### config.mk
export PLATFORM = sky130hd
export DESIGN_NAME = pdm_cic_decimator_flat
export DESIGN_NICKNAME = d
export VERILOG_FILES = /design/src/rtl/pdm_cic_decimator_if.sv /design/src/rtl/pdm_cic_decimator.sv /design/src/flat_wrapper.sv
export SDC_FILE = /design/constraint.sdc
export NUM_CORES = 1
export LEC_CHECK = 0
export CAP_MARGIN = 20
export CELL_PAD_IN_SITES_DETAIL_PLACEMENT = 1
export CELL_PAD_IN_SITES_GLOBAL_PLACEMENT = 2
export CORE_MARGIN = 8
export CORE_UTILIZATION = 42
export CTS_BUF_LIST = sky130_fd_sc_hd__clkbuf_2
export DETAILED_ROUTE_END_ITERATION = 8
export PLACE_DENSITY = 0.81
export SYNTH_ARGS = -nofsm -noshare
export SYNTH_HDL_FRONTEND = slang
export SYNTH_SLANG_ARGS = --single-unit
### constraint.sdc
create_clock -name clk -period 3.4 [get_ports clk]
set_input_delay 0.51 -clock clk [delete_from_list [all_inputs] [get_ports clk]]
set_output_delay 0.51 -clock clk [all_outputs]
set_load 0.005 [all_outputs]
### src/rtl/pdm_cic_decimator_if.sv
// Bit-clock/bitstream and decimated-sample signals between the decimator and its environment.
// Signal names follow the device pinout rather than the _i/_o suffix scheme.
interface pdm_cic_decimator_if;
    logic               pdm_clk;
    logic               pdm_data;
    logic signed [15:0] pcm_out;
    logic               pcm_stb;

    modport master (output pdm_clk, input pdm_data, output pcm_out, output pcm_stb);
    modport slave  (input pdm_clk, output pdm_data, input pcm_out, input pcm_stb);
endinterface

### src/rtl/pdm_cic_decimator.sv
// PDM microphone front end: bit-clock generator plus 3rd-order CIC decimate-by-64
// with 20-bit wrapping arithmetic, a /8 output scale and 16-bit saturation.
module pdm_cic_decimator #(
    parameter int unsigned PDM_HALF = 25
) (
    input  logic                 clk,
    input  logic                 rstn,
    input  logic                 en,
    pdm_cic_decimator_if.master  bus
);
    localparam int       STAGES = 2;
    localparam logic [7:0] TC   = 8'(PDM_HALF - 1);

    logic [1:0]         rst_sync_q;
    logic [1:0]         din_sync_q;
    logic [7:0]         div_q;
    logic               pclk_q;
    logic [5:0]         dec_q;
    logic signed [19:0] integ_q [3];
    logic signed [19:0] dly_q [3];
    logic signed [19:0] acc_q;
    logic [STAGES:0]    vld_pipe_q;
    logic [1:0]         warm_q;
    logic signed [15:0] pcm_q;
    logic               stb_q;

    logic               run, samp, wrap;
    logic signed [19:0] x_s, int3_d, comb_out, comb_sh;
    logic signed [15:0] sat_d;

    // Release of rstn is retimed so every counter leaves reset on the same edge.
    always_ff @(posedge clk or negedge rstn) begin
        if (!rstn) begin
            rst_sync_q <= 2'b00;
            din_sync_q <= 2'b00;
        end else begin
            rst_sync_q <= {rst_sync_q[0], 1'b1};
            din_sync_q <= {din_sync_q[0], bus.pdm_data};
        end
    end

    assign run    = en & rst_sync_q[1];
    // Last cycle of the high phase: data has had a full half period to settle.
    assign samp   = run & pclk_q & (div_q == TC);
    assign wrap   = samp & (dec_q == 6'd63);
    assign x_s    = din_sync_q[1] ? 20'sd1 : -20'sd1;
    assign int3_d = integ_q[2] + integ_q[1];

    always_comb begin
        comb_out = acc_q - dly_q[STAGES];
        comb_sh  = comb_out >>> 3;
        if (comb_sh > 20'sd32767)       sat_d = 16'sh7fff;
        else if (comb_sh < -20'sd32768) sat_d = 16'sh8000;
        else                            sat_d = comb_sh[15:0];
    end

    always_ff @(posedge clk or negedge rstn) begin
        if (!rstn) begin
            div_q      <= '0;
            pclk_q     <= 1'b0;
            dec_q      <= '0;
            acc_q      <= '0;
            vld_pipe_q <= '0;
            warm_q     <= '0;
            pcm_q      <= '0;
            stb_q      <= 1'b0;
            for (int k = 0; k < 3; k++) begin
                integ_q[k] <= '0;
                dly_q[k]   <= '0;
            end
        end else if (!run) begin
            // Full restart; only the last published sample survives.
            div_q      <= '0;
            pclk_q     <= 1'b0;
            dec_q      <= '0;
            acc_q      <= '0;
            vld_pipe_q <= '0;
            warm_q     <= '0;
            stb_q      <= 1'b0;
            for (int k = 0; k < 3; k++) begin
                integ_q[k] <= '0;
                dly_q[k]   <= '0;
            end
        end else begin
            stb_q <= 1'b0;
            if (div_q == TC) begin
                div_q  <= '0;
                pclk_q <= ~pclk_q;
            end else begin
                div_q <= div_q + 8'd1;
            end

            if (samp) begin
                integ_q[0] <= integ_q[0] + x_s;
                integ_q[1] <= integ_q[1] + integ_q[0];
                integ_q[2] <= int3_d;
                dec_q      <= dec_q + 6'd1;
            end
            if (wrap) acc_q <= int3_d;

            vld_pipe_q <= {vld_pipe_q[STAGES-1:0], wrap};
            for (int k = 0; k < STAGES; k++) begin
                if (vld_pipe_q[k]) begin
                    acc_q    <= acc_q - dly_q[k];
                    dly_q[k] <= acc_q;
                end
            end
            // The first three results still carry the start-up transient.
            if (vld_pipe_q[STAGES]) begin
                dly_q[STAGES] <= acc_q;
                if (warm_q == 2'd3) begin
                    pcm_q <= sat_d;
                    stb_q <= 1'b1;
                end else begin
                    warm_q <= warm_q + 2'd1;
                end
            end
        end
    end

    assign bus.pdm_clk = pclk_q;
    assign bus.pcm_out = pcm_q;
    assign bus.pcm_stb = stb_q;
endmodule

### src/flat_wrapper.sv
// flat-port wrapper written by rule: the top's interface ports become plain ports
module pdm_cic_decimator_flat 
#(
    parameter int unsigned PDM_HALF = 25
)
  (clk, rstn, en, bus_pdm_clk, bus_pdm_data, bus_pcm_out, bus_pcm_stb);
  pdm_cic_decimator_if bus_i ();
  input  logic clk;
  input  logic rstn;
  input  logic en;
  output wire logic [$bits(bus_i.pdm_clk)-1:0] bus_pdm_clk;
  input wire logic [$bits(bus_i.pdm_data)-1:0] bus_pdm_data;
  output wire logic [$bits(bus_i.pcm_out)-1:0] bus_pcm_out;
  output wire logic [$bits(bus_i.pcm_stb)-1:0] bus_pcm_stb;
  assign bus_pdm_clk = bus_i.pdm_clk;
  assign bus_i.pdm_data = bus_pdm_data;
  assign bus_pcm_out = bus_i.pcm_out;
  assign bus_pcm_stb = bus_i.pcm_stb;
  pdm_cic_decimator #(.PDM_HALF(PDM_HALF)) u_core (.clk(clk), .rstn(rstn), .en(en), .bus(bus_i));
endmodule
-- Yosys cells after proc, flatten, opt, wreduce, memory -nomap -nowiden
Cells that the tools add are included.
Widths: inputs -> output; s select.
- input bits: 4
- flip-flop bits (word level): 181
- output and inout bits: 18
- $add $sub $neg: 9
- $lt $le $gt $ge: 2
- bitwise operators: 5
- reduce and logical (&&, ||, !) cells: 2
- equality and inequality tests: 10
- muxes and demuxes: 26
- operators with widths (operator ; number):
    $mux 60 ; 3
    $mux 20 ; 8
    $add 20x20->20 ; 3
    $sub 20x20->20 ; 3
    $mux 16 ; 2
    $gt 17x16->1 const B ; 1
    $lt 17x16->1 const B ; 1
    $mux 8 ; 2
    $mux 6 ; 2
    $add 8x1->8 const B ; 1
    $eq 8x5->1 const B ; 1
    $add 6x1->6 const B ; 1
    $eq 6x6->1 const B ; 1
    $mux 2 ; 3
    $ne 2x1->1 const B ; 3
    $ne 2x2->1 const B ; 3
    $mux 1 ; 5
    $and 1x1->1 ; 4
    $ne 4x2->1 const B ; 1
    $mux 3 ; 1
    $reduce_and 3->1 ; 1
    $add 2x1->2 const B ; 1
    $eq 2x2->1 const B ; 1
    $reduce_and 2->1 ; 1
    $not 1->1 ; 1

-- Logic depth before layout (Yosys ltp)
Gate-level depths: netlist of run 1.
- depth in word-level cells: 8
- depth in mapped cells: 13
- gate-level depth less buffers: 13

-- Worst setup path before layout of run 1
OpenSTA, ideal clock, no wires.
- path type: register to register
- from: register u_core.din_sync_q[1]
- to: register u_core.integ_q[59] (netlist bit)
- path slack: 402 ps
- data required time: 3321 ps
- stages on the path, launching flop included: 12
- library setup time: 79 ps
- clock period less this slack: 2998 ps
- path buffers: 0
- arrival time: 2919 ps
- path through: dfrtp_1 > inv_1 > ha_1 > a21o_1 > a211o_1 > o211ai_1 > a31oi_1 > a2111oi_2 > o21ai_1 > o41ai_2 > mux2i_1 > mux2i_1
- cells in the longest elaborated chain, start to end: 4
- ends and longest elaborated chain (what ; RTL line ; source):
    start: declaration ; pdm_cic_decimator.sv:15 ; logic [1:0] din_sync_q;
    start signal: assignment ; pdm_cic_decimator.sv:38 ; din_sync_q <= {din_sync_q[0], bus.pdm_data};
    $mux 20 ; pdm_cic_decimator.sv:46 ; assign x_s = din_sync_q[1] ? 20'sd1 : -20'sd1;
    $add 20x20->20 ; pdm_cic_decimator.sv:94 ; integ_q[0] <= integ_q[0] + x_s;
    $mux 60 ; pdm_cic_decimator.sv:93 ; if (samp) begin
    $mux 60 ; pdm_cic_decimator.sv:71 ; end else if (!run) begin
    end: declaration ; pdm_cic_decimator.sv:19 ; logic signed [19:0] integ_q [3];
No other way between the ends. The select of a mux whose other input is x is not followed.
A chain may end at the register's enable or synchronous reset.

-- Worst setup path in the final report of run 1
Same ends and word-level chain as after synthesis.

==> impl_results.md, run 1 <==
* Status: finished, final reports clean
* CTS tree: done
* Reg clk slew, reported paths at 0.25 ns
* Reg2reg start: u_core.din_sync_q[1]$_DFF_PN0_
* Leakage at 0.00604 uW
* First-pass GRT wire length at 54500 um
* Max Freq at 314 MHz
* Die area at between 30000 and 40000 um2
* Synth warnings at 0
* EDFF count, synth at 0
* Area after DPL at 13600 um2
* Largest cells by area after synthesis: dfrtp_1, ha_1, mux2i_1, a21oi_1, xnor2_1
* Clk sinks at 181
* R2r worst-path depth at 11
* Core area at just over 30000 um2
* Die Width at ~190 um
* Netlist Area Pre-Place at 12800 um2
* Worst setup SP type: flop
* Initial Util at 42.2%
* Final setup vio count at 0
* H-tree depth at 4
* Fin cells at about 1900
* Worst-Margin Slew at roughly 0.76 ns
* Synth cell types at 83
* First-pass DRT Iterations at 4
* Fin worst setup slack at 0.218 ns
* Die H at 191 um
* Drt total wl at 31600 um
* Via count at 10300
* Num rows at between 60 and 70
* Post-Place Cells at 1835
* Setup total negative slack at 0 ns
* CP endpoint: u_core.integ_q[59]$_DFFE_PN0P_
* Synth top area share at about a third
* Max FO, Critical Path at 6
* Setup CP Type: flop to flop
* Antenna-violating nets left at 0
* CTS Root Cell: clkbuf_2
* Wire per inst at 16.9 um
* Min cycle time layout at roughly 3.2 ns
* Number of buffers created by CTS at 17
* Multi-input gate area at 7820 um2
* Tcrit/Tclk final at 93.6%
* Worst Path Required at between 4 and 5 ns
* Dpl ws at 0.0682 ns
* Sequential cell area at between 4000 and 5000 um2
* CP endpoint kind: flop
* Vias in the first global route at approximately 11000
* Worst slew margin at 49.0%
* Data arrival, critical path at between 3 and 4 ns
* CP startpoint: u_core.din_sync_q[1]$_DFF_PN0_
* Clock Tree Buf Depth at 2
* P&R area growth vs syn at 8.52%
* Post-Syn Instances at 1442
* Seq cells post-synth at 181
* Hold Vio Cnt, Final at 0
* Ys flop type: dfrtp_1
* Via density per instance at ~5.5
* I/O Pins at 22
* Nets at 1588
* R2r endpoint: u_core.integ_q[59]$_DFFE_PN0P_
* FF-to-FF setup slack at 0.22 ns
* Synth area leader: dfrtp_1
* Clock skew at approximately 0.034 ns
* Routability congestion estimate at 0.831
* Worst-Skew Late Latency at 0.79 ns
* Syn nets at 1567
* Peak VDD IR at 192 uV
* Min-Delay Path Class: primary input to flop
* Sequential element share of the synthesized area at approximately a third
* I/O Buffers at 21
* Pwr Density at 261 nW/um2
* Overflow after GRT at 0
* Min-Delay Path Depth at 1
* Final Slew Violations at 0
* Max_cap viols at 0
* Min Hold Slack at about 0.14 ns
* Global Route Usage Sum at 18.1%
* HPWL Detailed at 23000 um
* DRC errors left at 0
* RSZ-0062 raised after global routing: false
* Avg Cell Area, Syn at 8.89 um2
* Share of layout cells above drive strength 1 at 6.44%
* Async SR Flop Fraction at 100%
* Design area at 13900 um2
* Largest net degree at the start of global routing at ~130
* Initial DRC Count at 341
* Initial antenna violation count at 1
* Fillers at 3621
[power by group]
group	switching, uW	internal (uW)	leakage, uW
Sequential	6.26	2160	0.00252
Combinational	127	46.9	0.00336
Clock	809	483	0.000162
Total	942	2690	0.00604
[registers in the layout (all words and copies together), names as in the netlist]
name and count:
u_core.div_q 8, u_core.din_sync_q 2, u_core.vld_pipe_q 3, u_core.rst_sync_q 2
u_core.acc_q 20, u_core.bus.pcm_stb 1, u_core.dec_q 6, u_core.dly_q 60
u_core.bus.pdm_clk 1, u_core.warm_q 2, u_core.integ_q 60, u_core.bus.pcm_out 16
[kinds of logic after synthesis]
logic type      after synthesis  share of synthesized area, %
fa+ha+maj                   123                          12.3
mux                          77                          6.04
xor+xnor                    107                          7.31
buf+inv                     134                          3.98
simple gates                448                          15.7
other cells                   1                        0.0292
compound gates              371                          19.4
flops                       181                          35.3
[cells in the mapped netlist, types with 3 or more instances]
| cell type | count |
|---|---|
| o21ai_1 | 18 |
| a21oi_1 | 131 |
| a211oi_1 | 19 |
| ha_1 | 116 |
| or2_2 | 4 |
| o21bai_1 | 8 |
| a21o_1 | 27 |
| a31o_2 | 3 |
| nor2_1 | 161 |
| o221ai_1 | 5 |
| a21boi_0 | 5 |
| o31ai_1 | 6 |
| nand4_1 | 7 |
| a41oi_1 | 3 |
| xnor2_1 | 74 |
| nand2b_1 | 14 |
| a31oi_1 | 13 |
| o21a_1 | 18 |
| buf_1 | 9 |
| o311ai_1 | 3 |
| mux2i_1 | 74 |
| and3_1 | 12 |
| dfrtp_1 | 181 |
| fa_1 | 5 |
| o21ai_0 | 46 |
| a211o_1 | 5 |
| or3_1 | 14 |
| a22o_1 | 7 |
| inv_1 | 83 |
| nor2b_1 | 23 |
| xor2_1 | 33 |
| o211ai_1 | 5 |
| o41ai_2 | 3 |
| nor3_1 | 20 |
| buf_2 | 3 |
| nand2_1 | 141 |
| clkbuf_1 | 38 |
| nand3_1 | 28 |
| a22oi_1 | 10 |
| and2_1 | 11 |
[layout make-up]
type                            instances  share of cell area (%)
Antenna cell                            1                  0.0180
Clock buffer                           18                   0.647
Clock inverter                         13                    1.30
Inverter                               83                    2.27
Multi-Input combinational cell       1127                    56.2
Sequential cell                       181                    32.6
Tap cell                              396                    3.56
Timing Repair Buffer                   52                    3.41
Timing Repair inverter                  1                  0.0360
[worst min-delay path by stage]
stage | from | to | slack, ns
after detailed placement | u_core.rst_sync_q[0]$_DFF_PN0_ | u_core.rst_sync_q[1]$_DFF_PN0_ | 0.34
final | bus_pdm_data | u_core.din_sync_q[0]$_DFF_PN0_ | 0.14
after global routing | bus_pdm_data | u_core.din_sync_q[0]$_DFF_PN0_ | 0.04
after global placement | u_core.rst_sync_q[0]$_DFF_PN0_ | u_core.rst_sync_q[1]$_DFF_PN0_ | 0.34
after CTS | bus_pdm_data | u_core.din_sync_q[0]$_DFF_PN0_ | 0.004
after floorplan | rstn | u_core.acc_q[0]$_DFFE_PN0P_ | 0.21
[routing by layer]
layer	global-route usage, %	part of all wire [%]	up-vias	wire [um]
li1	-	-	5125	-
met1	22.3	46	5012	14600
met2	32.4	50	89	15800
met3	2.19	2.0	36	624
met4	5.73	2.0	0	625
met5	0	0	-	0
[critical path, stage by stage (launching register included)]
cell,delay [ns]
dfrtp_2,0.48
clkinvlp_4,0.17
ha_1,0.37
and4_1,0.26
and3_1,0.19
a32oi_1,0.28
a31oi_2,0.23
a2111oi_4,0.27
o21ai_1,0.17
o41ai_2,0.26
mux2i_1,0.27
mux2i_1,0.19
[through the flow]
step	total power, uW	utilization [%]
global placement	2380	44.7
finish	3640	45.8
global route	3800	45.8
detailed placement	2380	44.7
CTS	3710	45.7
floorplan	2290	-
[placed cells by master (no fill, tap or decap), types with 19 or more instances in the layout]
cell type	netlist	routed
o21ai_0	46	46
a21o_1	27	27
xnor2_1	74	74
a211oi_1	19	19
nand2_1	141	139
nor2b_1	23	23
mux2i_1	74	74
ha_1	116	116
nand3_1	28	28
inv_1	83	82
clkdlybuf4s50_1	0	20
nor2_1	161	161
dfrtp_1	181	178
a21oi_1	131	131
buf_4	1	28
nor3_1	20	20
xor2_1	33	33
[repair_timing]
action	CTS	global route
buffers inserted	0	3
hold buffers	1	0
setup endpoints to repair	0	1
gates resized for setup	0	4
hold endpoints to repair	61	0
Power figures use the tool's default switching activity.
==> run 2: changes to the inputs <==
- MAX_ROUTING_LAYER: not set -> met4
- clock period: 3.4 -> 3.2 ns (I/O delays scaled with it)
==> run 2 against run 1 <==
  * Global-route usage is 0.42 points higher
  * Sequential power is 6% higher
  * Utilization is 0.099 points higher
  * Hold slack better by 0.15 ns
  * Via count hardly changed
  * Flip-flop and latch count stayed put
  * Critical endpoint is now u_core.acc_q[18]$_DFFE_PN0P_
==> impl_results.md, run 2 (same netlist as run 1, synthesis figures left out) <==
* Wire per inst at 16.9 um
* Final setup vio count at 0
* Clk sinks at 181
* Routability congestion estimate at 0.842
* Worst path top cell family by delay: compound AO/OA/AOI/OAI gates
* Peak VDD IR at 146 uV
* First-pass DRT Iterations at 4
* Commonest non-fill, non-tap cells in the layout: dfrtp_1, nor2_1, nand2_1
* Largest net degree at the start of global routing at 131
* Via count at between 10000 and 15000
* First-pass GRT wire length at 54100 um
* CP endpoint kind: flop
* Max_cap viols at 0
* Sw Share at 26.2%
* P&R area growth vs syn at 8.75%
* Setup CP Type: flop to flop
* Antenna-violating nets left at 0
* Area after DPL at approximately 14000 um2
* I/O Pins at 22
* Min-Delay Path Class: primary input to async pin
* Dpl ws at -0.0254 ns
* Fin worst setup slack at 0.111 ns
* HPWL Detailed at 23400 um
* Post-Place Cells at 1841
* Leakage at 0.00605 uW
* Setup total negative slack at 0 ns
* Fin cells at between 1500 and 2000
* Worst Path Required at 3.92 ns
* Final Slew Violations at 0
* Worst slew margin at 48.1%
* Worst-Margin Slew at slightly below 0.8 ns
* Worst-Skew Late Latency at 0.80 ns
* Clock network power share at around 32%
* Initial antenna violation count at 1
* Reg clk slew, reported paths at between 0.2 and 0.3 ns
* Critical-path cell list: ha_1 > fa_1 > a21o_1 > a21oi_1 > o21ai_1 > a41o_1 > a41oi_1 > a21oi_1 > xnor2_1 > a211o_1 > nand2_1
* Via density per instance at 5.47
* CTS tree: done
* Vias in the first global route at 10800
* Power share of the sequential group at ~63%
* H-tree depth at 4
* Core area at 30300 um2
* Global Route Usage Sum at about 19%
* Min cycle time layout at 3.09 ns
* Design area at ~14000 um2
* CTS Root Cell: clkbuf_2
* Clock Tree Buf Depth at 2
* Num rows at 64
* Die area at around 36000 um2
* Switching pwr at 964 uW
* Worst setup SP type: flop
* Largest stage delay on the critical path at 0.46 ns
* Postcts setup bufs at 0
* DRC errors left at 0
* Fillers at ~3600
* Drt total wl at 31600 um
* Hold Vio Cnt, Final at 0
* Tcrit/Tclk final at 96.5%
* Commonest non-fill, non-tap cell in the layout: dfrtp_1
* Overflow after GRT at 0
* Status: finished, final reports clean
* Comb pwr share at about 5.1%
* Max Freq at roughly 320 MHz
* Crit path top cell by count: a21oi_1
* Clock skew at 0.0518 ns
* Max FO, Critical Path at 4
* Number of buffers created by CTS at 17
* Initial DRC Count at approximately 410
* Nets at 1591
* RSZ-0062 raised after global routing: false
* Pwr Density at 264 nW/um2
* Die Width at 191 um
* Initial Util at 42.2%
* Regs by FF count: u_core.dly_q: 60 flops, u_core.integ_q: 60 flops, u_core.acc_q: 20 flops
* Data arrival, critical path at about 3.8 ns
* Share of layout cells above drive strength 1 at between 6 and 7%
* CP bufs+invs at 0
* Internal power at 2710 uW
* Die H at approximately 190 um
* I/O Buffers at 21
* Slowest CP cell: dfrtp_1
## run 2: path summary, 6_finish.rpt
check / from / endpoint / slack, ns / depth (start not counted)
hold reg to reg: u_core.rst_sync_q[0]$_DFF_PN0_ / u_core.rst_sync_q[1]$_DFF_PN0_ / 0.39 / 0
max in group asynchronous: rstn / u_core.integ_q[13]$_DFFE_PN0P_ / 2.08 / 3
hold / removal: rstn / u_core.bus.pcm_out[4]$_DFFE_PN0P_ / 0.29 / 2
setup reg to reg: u_core.integ_q[20]$_DFFE_PN0P_ / u_core.acc_q[18]$_DFFE_PN0P_ / 0.11 / 11
setup / recovery: u_core.integ_q[20]$_DFFE_PN0P_ / u_core.acc_q[18]$_DFFE_PN0P_ / 0.11 / 11
min in group clk: u_core.rst_sync_q[0]$_DFF_PN0_ / u_core.rst_sync_q[1]$_DFF_PN0_ / 0.39 / 0
## run 2: area by class of cell
type | instances | area [um2] | area share [%]
well taps | 396 | 495 | 3.55
multi-input cells | 1127 | 7870 | 56.4
diodes | 1 | 2.50 | 0.0179
clock inverters | 9 | 106 | 0.763
flip-flops and latches | 181 | 4530 | 32.5
repair buffers | 56 | 519 | 3.72
clock buffers | 22 | 110 | 0.790
inverters | 83 | 312 | 2.23
## run 2: metrics by stage
stage / power (uW) / utilization [%] / hold WS [ns]
2_1_floorplan: 2430 / - / 0.184
3_5_place_dp: 2530 / 44.9 / 0.354
6_report: 3680 / 45.9 / 0.286
4_1_cts: 3750 / 45.7 / 0.223
5_1_grt: 3850 / 45.9 / 0.273
3_3_place_gp: 2530 / 44.9 / 0.333
## run 2: power by group through the flow
stage | clock, uW | sequential (uW) | combinational (uW)
floorplan | 0 | 2340 | 90.4
CTS | 1250 | 2300 | 195
global route | 1330 | 2310 | 215
detailed placement | 0 | 2340 | 192
finish | 1190 | 2300 | 189
global placement | 0 | 2340 | 189
## run 2: layer usage
metal,vias up,GRT usage [%],share of wire [%]
li1,5119,-,-
met1,5043,21.6,46
met2,70,33.3,51
met3,29,2.23,1.6
met4,0,4.98,1.7
met5,-,-,0
## run 2: repair_timing
action	4_1_cts	5_1_grt
gates resized for setup	0	12
pin swaps	1	2
hold buffers	2	0
hold endpoints to repair	88	0
setup endpoints to repair	1	13
